===== src/rtl/fetch_pkg.sv =====
// Shared definitions for the instruction-fetch front end.
//   FETCH_XLEN / FETCH_RESET_VECTOR / FETCH_PC_STEP : block defaults
//   fetch_entry_t   : one queued instruction {pc, data}
//   redirect_target : JAL/JALR target computation on a 64-bit datapath;
//                     callers keep the low XLEN bits.
package fetch_pkg;

    localparam int                    FETCH_XLEN         = 32;
    localparam int                    FETCH_MAX_XLEN     = 64;
    localparam logic [FETCH_XLEN-1:0] FETCH_RESET_VECTOR = 32'h0;
    localparam int                    FETCH_PC_STEP      = 4;

    typedef struct packed {
        logic [FETCH_XLEN-1:0] pc;
        logic [FETCH_XLEN-1:0] data;
    } fetch_entry_t;

    // JAL has priority when both enables are set. The low XLEN bits of the
    // sum do not depend on how the operands were extended to 64 bits, so
    // callers may zero-extend narrower operands.
    function automatic logic [FETCH_MAX_XLEN-1:0] redirect_target(
        input logic                      jal_en,
        input logic [FETCH_MAX_XLEN-1:0] ex_pc,
        input logic [FETCH_MAX_XLEN-1:0] imm,
        input logic [FETCH_MAX_XLEN-1:0] rs1
    );
        logic [FETCH_MAX_XLEN-1:0] t;
        if (jal_en) t = ex_pc + imm;
        else        t = (rs1 + imm) & ~{{(FETCH_MAX_XLEN-1){1'b0}}, 1'b1};
        return t;
    endfunction

endpackage


===== src/rtl/fetch_queue.sv =====
// Synchronous FIFO holding fetched instructions for decode.
//   clock, reset : clock, synchronous active-high reset
//   push, push_entry : write one entry (accepted when not full or popping)
//   pop          : remove the head (ignored when empty)
//   flush        : empty the queue; overrides push and pop
//   head         : current head entry (registered storage, no bypass)
//   full, empty, count : occupancy status
module fetch_queue
    import fetch_pkg::*;
#(
    parameter int  DEPTH   = 4,
    parameter type entry_t = fetch_entry_t,
    parameter int  CW      = $clog2(DEPTH) + 1
) (
    input  logic          clock,
    input  logic          reset,
    input  logic          push,
    input  entry_t        push_entry,
    input  logic          pop,
    input  logic          flush,
    output entry_t        head,
    output logic          full,
    output logic          empty,
    output logic [CW-1:0] count
);

    localparam int AW = (DEPTH > 1) ? $clog2(DEPTH) : 1;

    entry_t          entries_q [DEPTH];
    logic [AW-1:0]   wr_ptr_q, wr_ptr_d;
    logic [AW-1:0]   rd_ptr_q, rd_ptr_d;
    logic [CW-1:0]   count_q,  count_d;
    logic            do_push, do_pop;

    assign full  = (count_q == CW'(DEPTH));
    assign empty = (count_q == '0);
    assign count = count_q;
    assign head  = entries_q[rd_ptr_q];

    always_comb begin
        // A pop frees the slot the push needs, so push-while-full is fine
        // when decode consumes in the same cycle.
        do_push  = push && !flush && (!full || pop);
        do_pop   = pop && !flush && !empty;
        wr_ptr_d = wr_ptr_q;
        rd_ptr_d = rd_ptr_q;
        count_d  = count_q;
        if (flush) begin
            wr_ptr_d = '0;
            rd_ptr_d = '0;
            count_d  = '0;
        end else begin
            // DEPTH is a power of two, so pointers wrap naturally.
            if (do_push) wr_ptr_d = wr_ptr_q + AW'(1);
            if (do_pop)  rd_ptr_d = rd_ptr_q + AW'(1);
            count_d = count_q + CW'(do_push) - CW'(do_pop);
        end
    end

    always_ff @(posedge clock) begin
        if (reset) begin
            wr_ptr_q <= '0;
            rd_ptr_q <= '0;
            count_q  <= '0;
        end else begin
            wr_ptr_q <= wr_ptr_d;
            rd_ptr_q <= rd_ptr_d;
            count_q  <= count_d;
        end
    end

    // Data storage needs no reset: count/pointers gate visibility.
    always_ff @(posedge clock) begin
        if (do_push) entries_q[wr_ptr_q] <= push_entry;
    end

endmodule


===== src/rtl/fetch_queue_unit.sv =====
// Instruction-fetch front end: issues sequential PC requests to instruction
// memory, queues returned words with their PCs for decode, and applies
// JAL/JALR redirects by flushing the queue and discarding in-flight
// responses.
//   clock, reset                   : clock, synchronous active-high reset
//   imem_req_valid/ready/addr      : request channel to instruction memory
//   imem_rsp_valid/data            : in-order response channel, always accepted
//   inst_valid/ready/data/pc       : queue head towards decode
//   jal_en, jalr_en, ex_pc, imm, rs1 : redirect request from execute
//   redirect_busy                  : responses to discard still pending
module fetch_queue_unit
    import fetch_pkg::*;
#(
    parameter int              XLEN         = FETCH_XLEN,
    parameter logic [XLEN-1:0] RESET_VECTOR = XLEN'(FETCH_RESET_VECTOR),
    parameter int              QUEUE_DEPTH  = 4,
    parameter int              PC_STEP      = FETCH_PC_STEP
) (
    input  logic            clock,
    input  logic            reset,
    output logic            imem_req_valid,
    input  logic            imem_req_ready,
    output logic [XLEN-1:0] imem_req_addr,
    input  logic            imem_rsp_valid,
    input  logic [XLEN-1:0] imem_rsp_data,
    output logic            inst_valid,
    input  logic            inst_ready,
    output logic [XLEN-1:0] inst_data,
    output logic [XLEN-1:0] inst_pc,
    input  logic            jal_en,
    input  logic            jalr_en,
    input  logic [XLEN-1:0] ex_pc,
    input  logic [XLEN-1:0] imm,
    input  logic [XLEN-1:0] rs1,
    output logic            redirect_busy
);

    localparam int              CW      = $clog2(QUEUE_DEPTH) + 1;
    localparam int              SW      = CW + 1;
    localparam logic [SW-1:0]   DEPTH_S = SW'(QUEUE_DEPTH);
    localparam logic [XLEN-1:0] STEP    = XLEN'(PC_STEP);

    typedef struct packed {
        logic [XLEN-1:0] pc;
        logic [XLEN-1:0] data;
    } entry_t;

    logic [XLEN-1:0] fetch_pc_q,  fetch_pc_d;
    logic [XLEN-1:0] rsp_pc_q,    rsp_pc_d;
    logic [CW-1:0]   live_cnt_q,  live_cnt_d;
    logic [CW-1:0]   stale_cnt_q, stale_cnt_d;

    logic                      redirect;
    logic [FETCH_MAX_XLEN-1:0] target_wide;
    logic [XLEN-1:0]           target;
    logic                      req_fire, rsp_live, rsp_stale;
    logic [SW-1:0]             queue_credit_used, req_credit_used;

    entry_t          q_in, q_head;
    logic            q_push, q_pop, q_full, q_empty;
    logic [CW-1:0]   q_count;
    // Upper target bits are meaningless when XLEN < 64, and the credit
    // scheme makes q_full redundant; both are deliberately left unread.
    logic            unused_ok;

    assign redirect    = jal_en | jalr_en;
    assign target_wide = redirect_target(jal_en, FETCH_MAX_XLEN'(ex_pc),
                                         FETCH_MAX_XLEN'(imm), FETCH_MAX_XLEN'(rs1));
    assign target      = target_wide[XLEN-1:0];
    assign unused_ok   = ^{target_wide, q_full};

    // Two credit pools: queue slots must cover every live response, and the
    // memory never sees more than QUEUE_DEPTH requests outstanding
    // (including ones whose answers will be discarded).
    assign queue_credit_used = SW'(q_count) + SW'(live_cnt_q);
    assign req_credit_used   = SW'(live_cnt_q) + SW'(stale_cnt_q);

    assign imem_req_valid = !reset && !redirect
                          && (queue_credit_used < DEPTH_S)
                          && (req_credit_used < DEPTH_S);
    assign imem_req_addr  = fetch_pc_q;
    assign req_fire       = imem_req_valid && imem_req_ready;

    // Stale responses are always older than live ones, so any response
    // seen while stale_cnt is non-zero belongs to a discarded request.
    assign rsp_stale = imem_rsp_valid && (stale_cnt_q != '0);
    assign rsp_live  = imem_rsp_valid && (stale_cnt_q == '0) && !redirect;

    assign q_push = rsp_live;
    assign q_in   = '{pc: rsp_pc_q, data: imem_rsp_data};

    assign inst_valid    = !reset && !redirect && !q_empty;
    assign inst_data     = q_head.data;
    assign inst_pc       = q_head.pc;
    assign q_pop         = inst_valid && inst_ready;
    assign redirect_busy = (stale_cnt_q != '0);

    always_comb begin
        fetch_pc_d  = fetch_pc_q;
        rsp_pc_d    = rsp_pc_q;
        live_cnt_d  = live_cnt_q;
        stale_cnt_d = stale_cnt_q;
        if (redirect) begin
            fetch_pc_d  = target;
            rsp_pc_d    = target;
            // Every live request becomes stale; a response arriving now
            // retires one outstanding request whichever pool it came from.
            stale_cnt_d = stale_cnt_q + live_cnt_q - CW'(imem_rsp_valid);
            live_cnt_d  = '0;
        end else begin
            if (req_fire)  fetch_pc_d  = fetch_pc_q + STEP;
            if (rsp_live)  rsp_pc_d    = rsp_pc_q + STEP;
            if (rsp_stale) stale_cnt_d = stale_cnt_q - CW'(1);
            live_cnt_d = live_cnt_q + CW'(req_fire) - CW'(rsp_live);
        end
    end

    always_ff @(posedge clock) begin
        if (reset) begin
            fetch_pc_q  <= RESET_VECTOR;
            rsp_pc_q    <= RESET_VECTOR;
            live_cnt_q  <= '0;
            stale_cnt_q <= '0;
        end else begin
            fetch_pc_q  <= fetch_pc_d;
            rsp_pc_q    <= rsp_pc_d;
            live_cnt_q  <= live_cnt_d;
            stale_cnt_q <= stale_cnt_d;
        end
    end

    fetch_queue #(
        .DEPTH   (QUEUE_DEPTH),
        .entry_t (entry_t),
        .CW      (CW)
    ) u_queue (
        .clock      (clock),
        .reset      (reset),
        .push       (q_push),
        .push_entry (q_in),
        .pop        (q_pop),
        .flush      (redirect),
        .head       (q_head),
        .full       (q_full),
        .empty      (q_empty),
        .count      (q_count)
    );

endmodule


===== config.mk =====
export PLATFORM = sky130hd
export DESIGN_NAME = fetch_queue_unit
export DESIGN_NICKNAME = d
export VERILOG_FILES = /design/src/rtl/fetch_pkg.sv /design/src/rtl/fetch_queue.sv /design/src/rtl/fetch_queue_unit.sv
export SDC_FILE = /design/constraint.sdc
export NUM_CORES = 1
export LEC_CHECK = 0
export ABC_AREA = 1
export BUFFER_PORTS_ARGS = -buffer_cell sky130_fd_sc_hd__buf_2
export CAP_MARGIN = 20
export CORE_MARGIN = 4
export CORE_UTILIZATION = 30
export CTS_BUF_LIST = sky130_fd_sc_hd__clkbuf_4 sky130_fd_sc_hd__clkbuf_8
export DETAILED_ROUTE_END_ITERATION = 8
export PLACE_DENSITY = 0.53
export REMOVE_ABC_BUFFERS = 1
export SLEW_MARGIN = 20
export SYNTH_ARGS = -nofsm -noshare
export SYNTH_HDL_FRONTEND = slang
export SYNTH_SLANG_ARGS = --single-unit

===== constraint.sdc =====
create_clock -name clock -period 5.08 [get_ports clock]
set_clock_uncertainty 0.15 [all_clocks]
set_input_delay 1.016 -clock clock [delete_from_list [all_inputs] [get_ports clock]]
set_output_delay 1.016 -clock clock [all_outputs]
set_load 0.05 [all_outputs]

Word level (Yosys, flattened, before mapping). Memory sizes are Yosys's and may differ from the RTL's. A register that Yosys moved wholly into a read port is not among the register bits. Index checks and enable logic that the tools add are counted.

Add/subtract/negate cells: 15. $lt $le $gt $ge: 2. Eq/ne operators: 1. Multiplexer cells: 11. Bitwise gates (word level): 1. Reductions and logical operators: 25.

Operators with widths (count): 32-bit two-way mux (5); 32-bit by 3-bit adder with 32-bit output (second input constant) (2); 32-bit adder (2); 1-bit logical AND (13); 3-bit by 1-bit subtractor with 3-bit output (3); 3-bit by 3-bit adder with 4-bit output (2); 4-bit by 3-bit less-than comparator with 1-bit output (second input constant) (2); 3-bit by 1-bit adder with 3-bit output (2); 3-bit zero test (2); 3-bit two-way mux (2); 2-bit nonzero test (3); 2-bit by 1-bit adder with 2-bit output (second input constant) (2); 1-bit zero test (4); 2-bit two-way mux (2); 3-bit adder (1); 3-bit == test (second input constant) (1); 3-bit nonzero test (1); 3-bit by 1-bit subtractor with 3-bit output (second input constant) (1); 1-bit two-way mux (2); 2-bit OR reduction (1); 1-bit logical OR (1); 1-bit OR (1).

Flip-flop bits (word level): 77. Bits in writable memories: 256. Bits of input ports: 135. Output and inout port bits: 99. Logic and storage cells: 63. Memories kept: 1.

Memories: u_queue.entries_q (words 4, bits a word 64, read ports 1, clocked after Yosys merged registers in 1, write ports 1, RTL line fetch_queue.sv:29) `entry_t entries_q [DEPTH];`.

Depth between registers and ports, before layout.
Word-level depth: 9. Gate-level depth with buffers: 18. Mapped depth without buffers: 18.

Modules after synthesis. Synthesis repeated with hierarchy kept, for this count alone.

Cells, all modules: 2446. Area total of the unflattened synthesis: 19512.5 sq um.

Modules (own cells, without submodules): fetch_queue (times used 1, cells an instance 694, area each 10005.8 sq um, sequential area each 7867.5 sq um); fetch_queue_unit (times used 1, cells an instance 1752, area each 9506.6 sq um, sequential area each 1361.3 sq um).

Worst setup path before layout. OpenSTA, ideal clock, no wires.

Path kind: input to register. Start point: input jal_en. End point: memory u_queue.entries_q[0][0] (netlist bit) (enable). Library setup time: 487 ps. Arrival: 4897 ps. Data required time: 4443 ps. Setup slack: -453 ps. Cell stages on the path: 8. Path buffers: 0. Cells stage by stage: nor2_4 inv_2 nor2_4 o31a_1 nand2_1 nand3_1 nand2_1 nor2_1.

Cells in the longest elaborated chain, start to end: 9. Elaborated cells between the ends (all ways): 11. Those cells by class: 2 x mux; 1 x bitwise; 8 x reduce/logical.

Ends and longest elaborated chain: start, declared (RTL line fetch_queue_unit.sv:30) `input logic jal_en,`; 1-bit OR (RTL line fetch_queue_unit.sv:66) `assign redirect = jal_en | jalr_en;`; 1-bit zero test (RTL line fetch_queue_unit.sv:92) `assign inst_valid = !reset && !redirect && !q_empty;`; 1-bit logical AND (2 in a row) (RTL line fetch_queue_unit.sv:92); net inst_valid (RTL line fetch_queue_unit.sv:26) `output logic inst_valid,`; 1-bit logical AND (RTL line fetch_queue_unit.sv:95) `assign q_pop = inst_valid && inst_ready;`; 1-bit logical OR (RTL line fetch_queue.sv:43) `do_push = push && !flush && (!full || pop);`; 1-bit logical AND (RTL line fetch_queue.sv:43); 1-bit two-way mux (RTL line fetch_queue.sv:74) `if (do_push) entries_q[wr_ptr_q] <= push_entry;`; 1-bit two-way mux (not written as such) (RTL line fetch_queue.sv:74); end, declared (RTL line fetch_queue.sv:29).

The timed path passes the listed nets, and every way through them passes these cells.

==> results.json <==
{
  "yosysTopAreaCell": "edfxtp_1",
  "rr_worst_depth": 15,
  "hold_path_startpoint": "u_queue.rd_ptr_q[1]",
  "clk_path_buf_depth": 3,
  "slew_headroom_pct": 36.52,
  "areaGrowthSynthToFinish_pct": 16.44,
  "pwr-share-seq_pct": 48.5,
  "finalWeightedCongestion": 0.9057,
  "setup_tns_ps": 0,
  "outcome": "finished, final reports clean",
  "yosysWarnings": 0,
  "fin_util_pct": 35.35,
  "clkPwrFrac_pct": 32.7,
  "routed_wl_um": 59290,
  "synth_area_mm2": 0.01877,
  "drt_pass1_iterations": 5,
  "cts_tree": "yes",
  "yosysTopAreaCellShare_pct": 40.95,
  "r2r-start": "live_cnt_q[1]",
  "netlist_instances": 2284,
  "drv_slew": 0,
  "power_switching_share_pct": 30.29,
  "die-area_mm2": 0.06663,
  "setup_viol": 0,
  "h-tree-depth": 2,
  "ios": 234,
  "cts_num_sinks": 333,
  "die_w_um": 258.1,
  "instances_no_fill": 3379,
  "num_antenna_cells": 0,
  "core_area_mm2": 0.06183,
  "cts_buffers": 50,
  "drt-wirelength-per-cell_um": 17.55,
  "viasPerCell": 4.868,
  "nNetsFinal": 2728,
  "intPower_mw": 4.535,
  "clock_latency_ps": 580,
  "worstSetupEndpointType": "output pin",
  "grt_usage_pct": 17.28,
  "crit_path_start_kind": "register",
  "grt_max_degree": 97,
  "antenna_found_initial": 0,
  "ir_drop_v": 0.0001765,
  "hold_class": "reg -> reg",
  "yosysMostFrequentCell": "nand2_1",
  "drive_above_1_share_pct": 14.04,
  "hold_viol_final": 0,
  "cp.arrival_ps": 2950,
  "crit_type": "reg -> out",
  "cellLeakagePower_nw": 9.223,
  "critPathSlowestCell": "dfxtp_4",
  "crit_family": "buffers and inverters",
  "maxCapViolCount": 0,
  "synth-seq-cells": 333,
  "max_freq_mhz": 243.2,
  "synth.area.top_cells": "edfxtp_1 (41%), nand2_1 (10%), dfxtp_1 (8.2%)",
  "comb_power_share_pct": 18.8,
  "synthTopCellsByCount": "nand2_1 (502), nor2_1 (283), o21ai_0 (260), edfxtp_1 (256), inv_1 (247)",
  "rows": 91,
  "ys_seq_area_share_pct": 49.17,
  "slowest_delay_ps": 730,
  "power_switching_mw": 1.971,
  "post_cts_resized": 0,
  "numPortBuffers": 233,
  "r2r_slack_ps": 1750,
  "power.density_mw_per_mm2": 297.7,
  "rsz0062_at_grt": "false",
  "die_h_um": 258.1,
  "place_hpwl_um": 43650,
  "cts_setup_buffers": 0,
  "hold_path_depth": 2,
  "drc": 0,
  "cts_root_buf": "clkbuf_8",
  "vias": 16449,
  "avgSynthCellArea_um2": 8.218,
  "gr-total-overflow": 0,
  "drt-initial-drc-count": 1058,
  "grt_pass1_vias": 16073,
  "r2r-end": "live_cnt_q[2]",
  "postCtsHoldBufs": 0,
  "ys_dominant_reg_cell": "edfxtp_1",
  "antenna_left": 0,
  "worstPathRequired_ps": 3910,
  "initial_utilization_pct": 30.36,
  "critPathBufInv": 3,
  "synth_edf_count": 256,
  "crit_fanout": 96,
  "worst_pin_slew_ps": 952.2,
  "ys_types": 44,
  "dpl.cell_count": 3293,
  "period_share_pct": 80.95,
  "grt_pass1_wl_um": 91480,
  "cts.reportedPaths.clkPinSlew_ps": 60,
  "min_period_ps": 4112,
  "async_reset_ff_share_pct": 0,
  "crit_chain": "clkinv_2, buf_12, o21ai_0, o22ai_1, buf_2"
}
==> stage by stage <==
stage	hold slack [ps]	area (um^2)	worst slack, ps	total power [mW]
after floorplan	285.6	18470	-1280	3.973
after CTS	336.3	21860	896.9	6.585
after detailed placement	318.2	20900	1177	4.427
after global routing	358.9	21860	677.9	6.859
final	326.8	21860	967.6	6.506
after global placement	311.0	20900	1220	4.417
==> cells by family after synthesis <==
kind of cell | count (synthesis) | synth area share, %
buf+inv | 326 | 6.599
fa+ha+maj | 85 | 5.866
flops | 333 | 49.17
xor+xnor | 51 | 2.380
compound gates | 510 | 14.53
simple gates | 979 | 21.46
==> layout make-up <==
class,count,area (um^2)
fill,6472,39970
sequential,333,9234
multi-input combinational,1625,8333
timing repair buffer,248,1341
tap,837,1047
inverter,250,939.7
clock buffer,70,857.1
clock inverter,16,103.9
==> state kept, by name, indices dropped and copies added, names as in the netlist, named ones only <==
signal             flops
u_queue.rd_ptr_q       2
u_queue.entries_q    256
stale_cnt_q            3
rsp_pc_q              31
imem_req_addr         31
live_cnt_q             3
u_queue.wr_ptr_q       2
u_queue.count          3
==> layer usage <==
layer	wire (um)	track usage, %
met5	0	0
met4	1647	4.808
met3	3527	2.893
met2	28550	30.03
met1	25560	22.27
==> tightest hold or removal path, stage by stage (launching register included) <==
cell	delay [ps]
dfxtp_1	300
inv_1	50
a21oi_1	80
==> how the worst max path moves through the flow <==
stage / startpoint / endpoint / slack, ps / cells after the start
after global routing: register / inst_pc[1] / 680 / 5
final: register / inst_pc[1] / 970 / 5
after floorplan: jal_en / u_queue.entries_q[0][0] / -1280 / 8
after detailed placement: imem_rsp_valid / u_queue.entries_q[0][34] / 1180 / 7
after global placement: imem_rsp_valid / u_queue.entries_q[2][34] / 1220 / 7
after CTS: register / inst_pc[1] / 900 / 4
==> power by group through the flow <==
stage / clock, mW / sequential (mW) / combinational, mW
CTS: 2.21 / 3.16 / 1.22
global placement: 0 / 3.21 / 1.21
global route: 2.33 / 3.17 / 1.36
floorplan: 0 / 3.26 / 0.709
detailed placement: 0 / 3.21 / 1.21
finish: 2.13 / 3.16 / 1.22
==> placed cells by master (no fill, tap or decap), types with 20 or more instances in the layout <==
cell type,instances
edfxtp_1,256
clkbuf_8,53
nor2_1,279
a21oi_1,141
nand4_1,21
xnor2_1,20
nor3_1,33
dfxtp_1,75
xor2_1,31
nand2_1,502
o21ai_0,260
nand3_1,104
inv_1,245
buf_2,233
o22ai_1,67
ha_1,80
No activity file was read; power rests on OpenSTA's default activity.
